--- config.mk ---
export PLATFORM = sky130hd
export DESIGN_NAME = ip_msxbus_initiator
export DESIGN_NICKNAME = d
export VERILOG_FILES = /design/src/rtl/ip_msxbus_initiator.sv
export SDC_FILE = /design/constraint.sdc
export NUM_CORES = 1
export LEC_CHECK = 0
export CORE_MARGIN = 2
export CORE_UTILIZATION = 28
export DETAILED_ROUTE_END_ITERATION = 8
export HOLD_SLACK_MARGIN = 0.03
export PLACE_DENSITY_LB_ADDON = 0.25
export SYNTH_ARGS = -nofsm -noshare
export SYNTH_HDL_FRONTEND = slang
export SYNTH_SLANG_ARGS = --single-unit
--- constraint.sdc ---
create_clock -name clk -period 1.7 [get_ports clk]
set_input_delay 0.255 -clock clk [delete_from_list [all_inputs] [get_ports clk]]
set_output_delay 0.255 -clock clk [all_outputs]
set_load 0.005 [all_outputs]
--- src/rtl/ip_msxbus_initiator.sv ---
// Cartridge-edge to MSX-50BUS initiator: one internal request per Z80 strobe.
// Optional WAIT generation on reads: define IP_MSXBUS_INITIATOR_WAIT_EN.
`timescale 1ns/1ps
module ip_msxbus_initiator #(
    parameter int          TIMEOUT      = 16,
    parameter logic [7:0]  DEFAULT_DATA = 8'hFF
) (
    input  logic        clk,
    input  logic        n_reset,
    input  logic [15:0] p_adr,
    input  logic [7:0]  p_d_in,
    output logic [7:0]  p_d_out,
    output logic        p_d_oe,
    input  logic        p_n_sltsl,
    input  logic        p_n_merq,
    input  logic        p_n_iorq,
    input  logic        p_n_m1,
    input  logic        p_n_rd,
    input  logic        p_n_wr,
    output logic        p_n_wait,
    output logic [15:0] bus_address,
    output logic [7:0]  bus_write_data,
    output logic        bus_read,
    output logic        bus_write,
    output logic        bus_memory,
    output logic        bus_io,
    input  logic        bus_read_ready,
    input  logic [7:0]  bus_read_data
);

    localparam int CW = (TIMEOUT > 1) ? $clog2(TIMEOUT) : 1;
    localparam logic [CW-1:0] LAST = CW'(TIMEOUT - 1);

    typedef enum logic [2:0] {
        IDLE, RD_REQ, RD_WAIT, WR_REQ, HOLD
    } state_t;

    state_t state, next;

    logic [5:0]    sync1, sync2;
    logic          s_sltsl, s_merq, s_iorq, s_m1, s_rd, s_wr;
    logic          mem_cyc, io_cyc, rd_go, wr_go;
    logic          is_read, is_mem, active;
    logic [CW-1:0] cnt;

    always_ff @(posedge clk or negedge n_reset) begin
        if (!n_reset) begin
            sync1 <= '1;
            sync2 <= '1;
        end else begin
            sync1 <= {p_n_sltsl, p_n_merq, p_n_iorq, p_n_m1, p_n_rd, p_n_wr};
            sync2 <= sync1;
        end
    end

    assign {s_sltsl, s_merq, s_iorq, s_m1, s_rd, s_wr} = sync2;

    // Interrupt acknowledge (iorq with m1 low) never qualifies as I/O.
    assign mem_cyc = !s_sltsl && !s_merq && (!s_rd || !s_wr);
    assign io_cyc  = !s_iorq && s_m1 && (!s_rd || !s_wr);
    assign rd_go   = (mem_cyc || io_cyc) && !s_rd;
    assign wr_go   = (mem_cyc || io_cyc) && s_rd && !s_wr;

    always_ff @(posedge clk or negedge n_reset) begin
        if (!n_reset) state <= IDLE;
        else          state <= next;
    end

    always_comb begin
        next = state;
        case (state)
            IDLE: begin
                if (rd_go)      next = RD_REQ;
                else if (wr_go) next = WR_REQ;
            end
            RD_REQ:  next = RD_WAIT;
            RD_WAIT: if (bus_read_ready || cnt == LAST) next = HOLD;
            WR_REQ:  next = HOLD;
            HOLD:    if (s_rd && s_wr) next = IDLE;
            default: next = IDLE;
        endcase
    end

    always_ff @(posedge clk or negedge n_reset) begin
        if (!n_reset) begin
            bus_address    <= '0;
            bus_write_data <= '0;
            p_d_out        <= '0;
            is_read        <= 1'b0;
            is_mem         <= 1'b0;
            cnt            <= '0;
        end else begin
            case (state)
                IDLE: begin
                    if (rd_go || wr_go) begin
                        bus_address <= p_adr;
                        is_mem      <= mem_cyc;
                        is_read     <= rd_go;
                    end
                    if (!rd_go && wr_go) bus_write_data <= p_d_in;
                end
                RD_REQ: cnt <= '0;
                RD_WAIT: begin
                    if (bus_read_ready)   p_d_out <= bus_read_data;
                    else if (cnt == LAST) p_d_out <= DEFAULT_DATA;
                    else                  cnt     <= cnt + 1'b1;
                end
                default: ;
            endcase
        end
    end

    assign active     = (state == RD_REQ) || (state == RD_WAIT) ||
                        (state == WR_REQ);
    assign bus_read   = (state == RD_REQ);
    assign bus_write  = (state == WR_REQ);
    assign bus_memory = active && is_mem;
    assign bus_io     = active && !is_mem;
    assign p_d_oe     = (state == HOLD) && is_read;

`ifdef IP_MSXBUS_INITIATOR_WAIT_EN
    assign p_n_wait = !(((state == IDLE) && rd_go) ||
                        (state == RD_REQ) || (state == RD_WAIT));
`else
    assign p_n_wait = 1'b1;
`endif

endmodule
==> results of run 1 <==
## layout by cell type, fill, tap and decap left out, types with 3 or more instances in the layout
master            n
dfrtp_1          41
nand2_1           5
mux2_2           24
nor2_1            3
dfstp_2          12
clkdlybuf4s15_1   3
o22a_1            8
buf_4            13
o21ai_0           3
nand3_1           4
clkbuf_8          6
inv_1             4
clkdlybuf4s50_1  71
## sequential cells by signal, summed over array words and instances, names as in the netlist
register        cells
is_mem              1
bus_address        16
state               3
cnt                 4
sync1               6
sync2               6
is_read             1
bus_write_data      8
p_d_out             8
## kinds of logic (layout without fill, tap and decap cells)
logic type | Yosys count | in the layout
simple gates | 29 | 29
buf+inv | 10 | 107
other cells | 1 | 1
compound gates | 24 | 24
flops | 53 | 53
fa+ha+maj | 1 | 1
mux | 25 | 25
## worst paths after layout
| path | endpoint | slack, ps | start | depth (start not counted) |
|---|---|---|---|---|
| min | sync1[0] | 350 | p_n_wr | 1 |
| min in group asynchronous | cnt[0] | 480 | n_reset | 3 |
| min reg2reg | sync2[5] | 360 | sync1[5] | 0 |
| max in group asynchronous | sync2[1] | 920 | n_reset | 3 |
| max | cnt[3] | -8 | state[2] | 4 |
| max reg2reg | cnt[3] | -8 | state[2] | 4 |
## stage by stage
step,utilization,cells,setup TNS (ps),setup WS (ps),hold WS (ps)
5_1_grt,0.448,339,-541,-51.7,324
3_5_place_dp,0.424,328,0,0.387,274
3_3_place_gp,0.424,328,0,26.4,277
2_1_floorplan,-,143,0,6.31,-40.6
4_1_cts,0.445,338,-1.97,-1.97,330
6_report,0.448,339,-7.60,-7.60,348
## Yosys cell counts, types with 2 or more instances
cell,count
dfrtp_1,41
mux2_2,24
dfstp_2,12
o22a_1,8
inv_1,5
nand2_1,5
nor2_1,5
nand3_1,4
o21ai_0,3
a31o_2,2
and3_1,2
buf_2,2
nand2b_1,2
nand4_1,2
nor2b_1,2
nor3b_1,2
o211ai_1,2
## metal layers
layer / share of wire / wire length, um / up-vias
met5: 0 / 0 / -
met1: 0.46 / 2020 / 710
met4: 0.022 / 97 / 0
met3: 0.070 / 305 / 11
met2: 0.44 / 1950 / 48
li1: - / - / 703
## final cells by class
class | count | area share
sequential | 53 | 0.417
timing repair buffer | 94 | 0.287
multi-input combinational | 80 | 0.215
tap | 99 | 0.0385
clock buffer | 6 | 0.0257
clock inverter | 2 | 0.0117
inverter | 5 | 0.00583
## power groups by stage
| stage | logic (mW) | registers (mW) | clock network [mW] |
|---|---|---|---|
| after floorplan | 0.770 | 2.05 | 0 |
| after global placement | 2.03 | 2.03 | 0 |
| after detailed placement | 2.04 | 2.04 | 0 |
| after CTS | 2.08 | 2.02 | 0.929 |
| after global routing | 2.26 | 2.08 | 0.972 |
| final | 2.09 | 2.02 | 0.891 |
## what timing repair did
| action | in CTS | in global routing |
|---|---|---|
| resized for setup | 11 | 7 |
| hold buffers | 1 | 0 |
| endpoints found under the setup margin | 14 | 27 |
| hold endpoints to repair | 41 | 0 |
| pin swaps | 1 | 1 |
| setup buffers | 1 | 1 |
==> metrics.md, run 1 <==
| Metric | Value |
|---|---|
| Routed vias | `around 1500` |
| Placed cell area | `~3000 um^2` |
| Area growth syn-to-layout | `56.7%` |
| Fmax | `roughly 590 MHz` |
| CTS H-tree lvls | `2` |
| Max Cap Violations | `0` |
| DIE AREA | `8030 um^2` |
| Fin area | `3220 um^2` |
| Synthesized Nets | `~190` |
| Die Y | `about 90 um` |
| Area occupied by multi-input gates | `approximately 690 um^2` |
| Final Power | `around 5.0 mW` |
| Ys async rst share | `1.00` |
| Syn Inst Count | `143` |
| Switch share | `0.273` |
| Xor/xnor cell area share of the yosys netlist | `0` |
| Post-synthesis compound-gate area fraction | `0.0969` |
| Fin crit period | `roughly 1700 ps` |
| Main flop type after synthesis | `dfrtp_1` |
| Simple-Gate Fraction of Synth Area | `0.0804` |
| Avg Inst Size Synth | `roughly 14 um^2` |
| Final setup viols | `1` |
| Int Pwr | `around 3.6 mW` |
| Synthesis warning total | `0` |
| GR Util met1 | `0.144` |
| Switching power | `about 1.4 mW` |
| Num CTS Buffers | `5` |
| PortBufs | `between 70 and 80` |
| Hold Crit Class | `in -> reg` |
| Final HPWL DP | `between 3000 and 4000 um` |
| Grt peak-use layer | `met2` |
| Critical path startpoint category | `flip-flop` |
| Number of buffers on the longest clock path | `2` |
| Netlist cell types | `37` |
| Peak VDD IR | `749 uV` |
| Via/cell ratio | `roughly 4.3` |
| Clk root buf | `clkbuf_8` |
| Cell family with most CP delay | `simple AND/OR/NAND/NOR gates` |
| Sinks on the clock net | `between 50 and 60` |
| Chip Width | `89.6 um` |
| Crit path max fanout | `11` |
| First-pass GRT wire length | `~7000 um` |
| Total gr overflow | `0` |
| I/O pin cnt | `between 70 and 80` |
| Num rows | `31` |
| Total track usage | `0.111` |
| Clk Latency, worst-skew pair | `300 ps` |
| Met3 global-route usage | `0.0430` |
| Global Route met2 Usage | `0.165` |
| Initial Utilization | `0.286` |
| CP endpoint kind | `flip-flop` |
| Initial antenna violation count | `0` |
| Drt wl/cell | `12.9 um` |
| Largest family of logic cells by synthesized area | `multiplexers` |
| CTS tree | `done` |
| Post-route DRC | `0` |
| Worst Path Buf+Inv | `1` |
| ANT cells | `0` |
| Yosys top cell by area | `dfrtp_1` |
| Final hold violations | `0` |
| Crit-path slowest cell | `or4_4` |
| Status | `finished with violations` |
| Crit path DAT | `just under 2000 ps` |
| Largest net degree at the start of global routing | `54` |
| Combinational Power Share | `0.418` |
| Pwr/cell area | `1550 nW/um^2` |
| Post-synth top area share | `0.500` |
| Failing checks | `setup timing` |
| Final period util | `1.00` |
| Core Area | `roughly 7200 um^2` |
| Vias in the first global route | `roughly 1500` |
| Detail Route Antenna Nets | `0` |
| Filler Cells Inserted | `around 640` |
| FF+latch area | `about 1300 um^2` |
| Unrepaired setup endpoints after global routing | `yes` |
| Clock power share | `0.179` |
| Sequential area share after synthesis | `0.653` |
| Nets | `roughly 280` |
| Worst-path clk slew | `approximately 100 ps` |
| Clock skew | `approximately 4.2 ps` |
| Leakage | `1.33 nW` |
| Crit-path max cell delay | `around 530 ps` |
| Top cells by area, synth | `dfrtp_1, dfstp_2, mux2_2` |
| Max Slew Vio Count | `0` |
| First-pass detailed-route iteration total | `4` |
| Initial DRC Count | `30` |
| Number of flops mapped to enable cells by yosys | `0` |
| CP Cell Sequence | `buf_4 -> or3b_4 -> or4_4 -> a21oi_2` |
| RD Place Congestion | `0.795` |
| Mux cell area share after synthesis | `0.137` |
| Final worst setup slack | `-7.60 ps` |
| #FFs+latches synth | `between 50 and 60` |
| Fraction of layout cells with a size suffix above 1 | `0.313` |
| Worst path required time | `around 1900 ps` |
| Seq pwr share | `0.404` |
| Mapped Area | `2050 um^2` |
| Post-synthesis adder-cell area fraction | `0.00609` |
| Routed WL | `about 4400 um` |
| Worst setup path class | `reg -> reg` |
(Power assumes the default switching activity.)
==> run 2, diff against run 1 <==
- CORE_ASPECT_RATIO: unset -> 0.9
==> run 2 against run 1 <==
Net effect:
- the run now ends clean
- utilization grew 0.86 points
- global-route usage increased by 0.60 points
- sequential power is essentially flat
- sequential cell count unchanged
- maximum frequency is 2.7% higher
- hold slack improved by 6.1 ps
- largest cell class unchanged
==> metrics.md, run 2 (synthesized netlist as in run 1, its figures left out) <==
| Metric | Value |
|---|---|
| Initial DRC Count | `53 (+77%)` |
| Worst path required time | `1940 ps (about the same)` |
| Detail Route Antenna Nets | `0 (unchanged)` |
| Crit path top cell by count | `buf_6` |
| Leakage | `1.33 nW (+0.34%)` |
| Switching power | `1.38 mW (+1.1%)` |
| I/O pin cnt | `79 (unchanged)` |
| Max reg flops | `16 (unchanged)` |
| Nets | `281 (unchanged)` |
| Critical path startpoint category | `flip-flop` |
| Core Area | `7080 um^2 (-1.4%)` |
| Met3 global-route usage | `0.0577 (+0.0148)` |
| Num CTS Buffers | `5 (unchanged)` |
| Fmax | `601 MHz (+2.7%)` |
| Number of buffers on the longest clock path | `2 (unchanged)` |
| Final worst setup slack | `37.0 ps (+44.6 ps)` |
| Die Y | `85.2 um (-4.9%)` |
| Pre-CTS WS | `-27.0 ps (-27.4 ps)` |
| Largest registers | `bus_address x16, bus_write_data x8, p_d_out x8` |
| Max Cap Violations | `0 (unchanged)` |
| ANT cells | `0 (unchanged)` |
| Most common library cell in the layout ignoring fill and taps | `clkdlybuf4s50_1` |
| Fin crit period | `1660 ps (-44.6 ps)` |
| Hold Crit Class | `in -> reg` |
| Max Slew Vio Count | `0 (unchanged)` |
| First-pass GRT wire length | `7290 um (+7.0%)` |
| Crit-path max cell delay | `490 ps (-40 ps)` |
| Worst Path Buf+Inv | `2 (+1)` |
| Int Pwr | `3.65 mW (+0.43%)` |
| Pwr/cell area | `1550 nW/um^2 (+0.11%)` |
| Global Route met2 Usage | `0.173 (+0.00762)` |
| Chip Width | `94.3 um (+5.2%)` |
| Total gr overflow | `0 (unchanged)` |
| Worst-path clk slew | `100 ps (about the same)` |
| Final HPWL DP | `3090 um (+2.1%)` |
| Drt wl/cell | `13.3 um (+3.0%)` |
| Seq pwr share | `0.402 (-0.002)` |
| Crit-path slowest cell | `or4_4` |
| Clock skew | `5.68 ps (+1.48 ps)` |
| Worst setup path class | `reg -> reg` |
| Top reg by flops | `bus_address` |
| Total track usage | `0.117 (+0.00604)` |
| Crit path max fanout | `6 (-5)` |
| Combinational Power Share | `0.420 (+0.002)` |
| Clk root buf | `clkbuf_8` |
| Clk Latency, worst-skew pair | `300 ps (about the same)` |
| GR Util met1 | `0.153 (+0.00892)` |
| Switch share | `0.274 (+0.00136)` |
| First-pass detailed-route iteration total | `4 (unchanged)` |
| Initial Utilization | `0.290 (+0.00405)` |
| Leading cell types in the layout, fill and taps excluded | `clkdlybuf4s50_1, dfrtp_1, mux2_2, dfstp_2, buf_4` |
| CP Cell Sequence | `buf_6 -> buf_6 -> or3b_4 -> or4_4 -> a21oi_2` |
| PortBufs | `77 (unchanged)` |
| Routed WL | `4430 um (+1.2%)` |
| Initial antenna violation count | `0 (unchanged)` |
| CP endpoint kind | `flip-flop` |
| Cell family with most CP delay | `simple AND/OR/NAND/NOR gates` |
| Final hold violations | `0 (unchanged)` |
| Fraction of layout cells with a size suffix above 1 | `0.333 (+0.0208)` |
| Area growth syn-to-layout | `57.5%` |
| Vias in the first global route | `1553 (+3.3%)` |
| Routed vias | `1498 (+1.8%)` |
| Num rows | `29 (-6.5%)` |
| Clock power share | `0.178 (about the same)` |
| Filler Cells Inserted | `656 (+2.7%)` |
| Via/cell ratio | `4.50 (+3.6%)` |
| Status | `finished clean` |
| Final period util | `0.978 (-0.0262)` |
| Hold Slack | `354 ps (+6.12 ps)` |
| CTS H-tree lvls | `2 (unchanged)` |
| DIE AREA | `8040 um^2 (about the same)` |
| Sinks on the clock net | `53 (unchanged)` |
| Post-route DRC | `0 (unchanged)` |
| Unrepaired setup endpoints after global routing | `yes` |
| Final setup viols | `0 (-1)` |
| RD Place Congestion | `0.745 (-6.2%)` |
| Largest net degree at the start of global routing | `54 (unchanged)` |
| CTS tree | `done` |
| Crit path DAT | `1900 ps (-50 ps)` |
| Peak VDD IR | `641 uV (-14%)` |
| Grt peak-use layer | `met2` |
run 2: cell count changes in the layout (fill, tap and decap cells not counted), moves of 2 or more:
cell             delta
buf_6               +4
clkdlybuf4s15_1     -2
buf_4               -3
nor3_2              -2
run 2: layer usage:
layer | up-vias | routed length, um
li1 | 710 | -
met1 | 730 | 1950
met2 | 54 | 2060
met3 | 4 | 366
met4 | 0 | 48
met5 | - | 0
run 2: per-stage QoR:
step | power, mW | cell area [um^2] | util | cells | setup TNS (ps)
global placement | 4.02 | 3020 | 0.427 | 320 | -17.8
global route | 5.37 | 3230 | 0.457 | 333 | -43.5
floorplan | 2.82 | 2050 | - | 143 | 0
finish | 5.02 | 3230 | 0.457 | 333 | 0
detailed placement | 4.04 | 3020 | 0.427 | 320 | -35.6
CTS | 5.01 | 3180 | 0.450 | 332 | -14.1
run 2: final timing paths:
path	startpoint	endpoint	slack (ps)	cells after the start
worst min register to register	sync1[2]	sync2[2]	360	0
worst max register to register	state[1]	cnt[3]	40	5
min in group asynchronous	n_reset	bus_address[14]	450	3
worst max-delay path	state[1]	cnt[3]	40	5
max in group asynchronous	n_reset	sync1[4]	950	3
worst min-delay path	p_n_rd	sync1[1]	350	1
run 2: area by class of cell:
cell class | count | area [um^2] | share of cell area
inverters | 5 | 18.8 | 0.00580
clock inverters | 2 | 37.5 | 0.0116
well taps | 93 | 116 | 0.0360
multi-input cells | 80 | 706 | 0.218
repair buffers | 94 | 930 | 0.288
flip-flops and latches | 53 | 1340 | 0.415
clock buffers | 6 | 82.6 | 0.0255
run 2: power by group through the flow:
stage	logic (mW)	clock network, mW	registers [mW]
4_1_cts	2.06	0.930	2.02
3_3_place_gp	1.99	0	2.03
2_1_floorplan	0.770	0	2.05
6_report	2.11	0.895	2.02
3_5_place_dp	2.00	0	2.04
5_1_grt	2.28	0.997	2.09
run 2: timing repair:
action                                  4_1_cts  5_1_grt
hold buffers                                  1        0
gates resized for setup                      17       13
pin swaps                                     2        3
buffers inserted                              3        2
hold endpoints to repair                     41        0
endpoints found under the setup margin       14       37
==> run 3, diff against run 2 <==
- GPL_TIMING_DRIVEN: unset -> 0
==> run 3 against run 2 <==
Net effect:
- utilization decreased by 0.51 points
- die area unchanged
- first-iteration DRC count decreased by 11%
- non-clock buffer count unchanged
- final cell count unchanged
- critical endpoint is now bus_read
- highest routed layer unchanged
==> metrics.md, run 3 (synthesized netlist as in run 1, its figures left out) <==
| Metric | Value |
|---|---|
| Number of buffers on the longest clock path | `2 (unchanged)` |
| Final HPWL DP | `3170 um (+2.6%)` |
| Post-route DRC | `0 (unchanged)` |
| Area growth syn-to-layout | `55.7%` |
| Clock power share | `0.157 (-0.021)` |
| Num CTS Buffers | `5 (unchanged)` |
| Final setup viols | `0 (unchanged)` |
| Cell family with most CP delay | `flip-flops` |
| Drt wl/cell | `13.6 um (+2.5%)` |
| Detail Route Antenna Nets | `0 (unchanged)` |
| Nets | `281 (unchanged)` |
| ANT cells | `0 (unchanged)` |
| CP Cell Sequence | `buf_6 -> or3b_4 -> inv_2 -> buf_6` |
| First-pass GRT wire length | `7510 um (+2.9%)` |
| Crit path DAT | `1410 ps (-490 ps)` |
| Max Slew Vio Count | `0 (unchanged)` |
| Largest net degree at the start of global routing | `37 (-31%)` |
| RD Place Congestion | `0.732 (-1.8%)` |
| Initial antenna violation count | `0 (unchanged)` |
| PortBufs | `77 (unchanged)` |
| Clk Latency, worst-skew pair | `310 ps (about the same)` |
| Clock skew | `7.08 ps (+1.40 ps)` |
| Largest registers | `bus_address x16, bus_write_data x8, p_d_out x8` |
| Critical path startpoint category | `flip-flop` |
| Final Power | `4.89 mW (-2.6%)` |
| Final worst setup slack | `38.4 ps (+1.41 ps)` |
| Final period util | `0.977 (about the same)` |
| CTS H-tree lvls | `2 (unchanged)` |
| Leakage | `1.32 nW (-1.1%)` |
| Fin cells | `333 (unchanged)` |
| Int Pwr | `3.49 mW (-4.2%)` |
| Fin Setup TNS | `0 ps (unchanged)` |
| Routed WL | `4540 um (+2.5%)` |
| Worst-path clk slew | `100 ps (about the same)` |
| Status | `finished clean` |
| CTS tree | `done` |
| Fin area | `3200 um^2 (-1.1%)` |
| Fraction of layout cells with a size suffix above 1 | `0.333 (unchanged)` |
| DIE AREA | `8040 um^2 (unchanged)` |
| Max Cap Violations | `0 (unchanged)` |
| Die Y | `85.2 um (unchanged)` |
| Sinks on the clock net | `53 (unchanged)` |
| Total track usage | `0.120 (+0.00258)` |
| Leading cell types in the layout, fill and taps excluded | `clkdlybuf4s50_1, dfrtp_1, mux2_2, dfstp_2, buf_4` |
| I/O pin cnt | `79 (unchanged)` |
| Hold Crit Class | `in -> reg` |
| Placed cell area | `2960 um^2 (-2.1%)` |
| Fin crit period | `1660 ps (-1.41 ps)` |
| Cells after DPL | `314 (-1.9%)` |
| Total gr overflow | `0 (unchanged)` |
| Vias in the first global route | `1632 (+5.1%)` |
| Final hold violations | `0 (unchanged)` |
| Num rows | `29 (unchanged)` |
| Crit-path max cell delay | `400 ps (-90 ps)` |
| Worst Path Buf+Inv | `3 (+1)` |
| Chip Width | `94.3 um (unchanged)` |
| Peak VDD IR | `636 uV (-0.73%)` |
| Crit-path slowest cell | `dfrtp_1` |
| Core Area | `7080 um^2 (unchanged)` |
| Pwr/cell area | `1530 nW/um^2 (-1.5%)` |
| Fmax | `602 MHz (about the same)` |
| Routed vias | `1516 (+1.2%)` |
| Switch share | `0.286 (+0.0118)` |
| Worst path required time | `1440 ps (-500 ps)` |
| Worst setup path class | `reg -> out` |
| Initial DRC Count | `47 (-11%)` |
| Top reg by flops | `bus_address` |
| Pre-CTS WS | `-297 ps (-270 ps)` |
| Utilization after layout | `0.452 (-0.00513)` |
| Via/cell ratio | `4.55 (+1.2%)` |
| Initial Utilization | `0.290 (unchanged)` |
| Hold Slack | `341 ps (-13.4 ps)` |
| Crit path max fanout | `7 (+1)` |
| Combinational Power Share | `0.431 (+0.011)` |
| Seq pwr share | `0.411 (+0.009)` |
| Switching power | `1.40 mW (+1.6%)` |
| Most common library cell in the layout ignoring fill and taps | `clkdlybuf4s50_1` |
| Crit path top cell by count | `buf_6` |
| Max reg flops | `16 (unchanged)` |
| CP endpoint kind | `primary output` |
| First-pass detailed-route iteration total | `4 (unchanged)` |
| Clk root buf | `clkbuf_8` |
| Unrepaired setup endpoints after global routing | `yes` |
[run 3: worst paths after layout]
path | startpoint | end | slack [ps] | cells after the start
setup / recovery | state[1] | bus_read | 40 | 4
setup reg to reg | cnt[0] | cnt[3] | 110 | 4
hold / removal | p_n_iorq | sync1[3] | 340 | 1
hold reg to reg | sync1[3] | sync2[3] | 360 | 0
max in group asynchronous | n_reset | sync1[2] | 680 | 3
min in group asynchronous | n_reset | bus_address[8] | 410 | 2
[run 3: final cells by class]
class                      instances  area, um^2
sequential                        53        1340
timing repair buffer              89         857
buffer                             5        51.3
multi-input combinational         80         712
clock inverter                     2        17.5
inverter                           5        18.8
fill                             689        3880
tap                               93         116
clock buffer                       6        82.6
[run 3: metal layers]
| layer | vias to the layer above | track usage | wire [um] |
|---|---|---|---|
| met4 | 0 | 0.0435 | 63 |
| met5 | - | 0 | 0 |
| met2 | 45 | 0.177 | 2030 |
| met3 | 6 | 0.0613 | 365 |
| li1 | 705 | - | - |
| met1 | 760 | 0.151 | 2080 |
[run 3: power groups by stage]
stage / Combinational [mW] / Clock [mW] / Sequential [mW]
6_report: 2.11 / 0.769 / 2.01
4_1_cts: 2.09 / 0.815 / 2.02
3_5_place_dp: 1.93 / 0 / 2.04
3_3_place_gp: 1.91 / 0 / 2.02
2_1_floorplan: 0.770 / 0 / 2.05
5_1_grt: 2.29 / 0.849 / 2.07
[run 3: timing repair]
action / CTS / global route
endpoints found under the setup margin: 35 / 39
setup buffers: 7 / 3
pin swaps: 3 / 4
endpoints found under the hold margin: 13 / 0
gates resized for setup: 26 / 10
hold buffers: 1 / 0
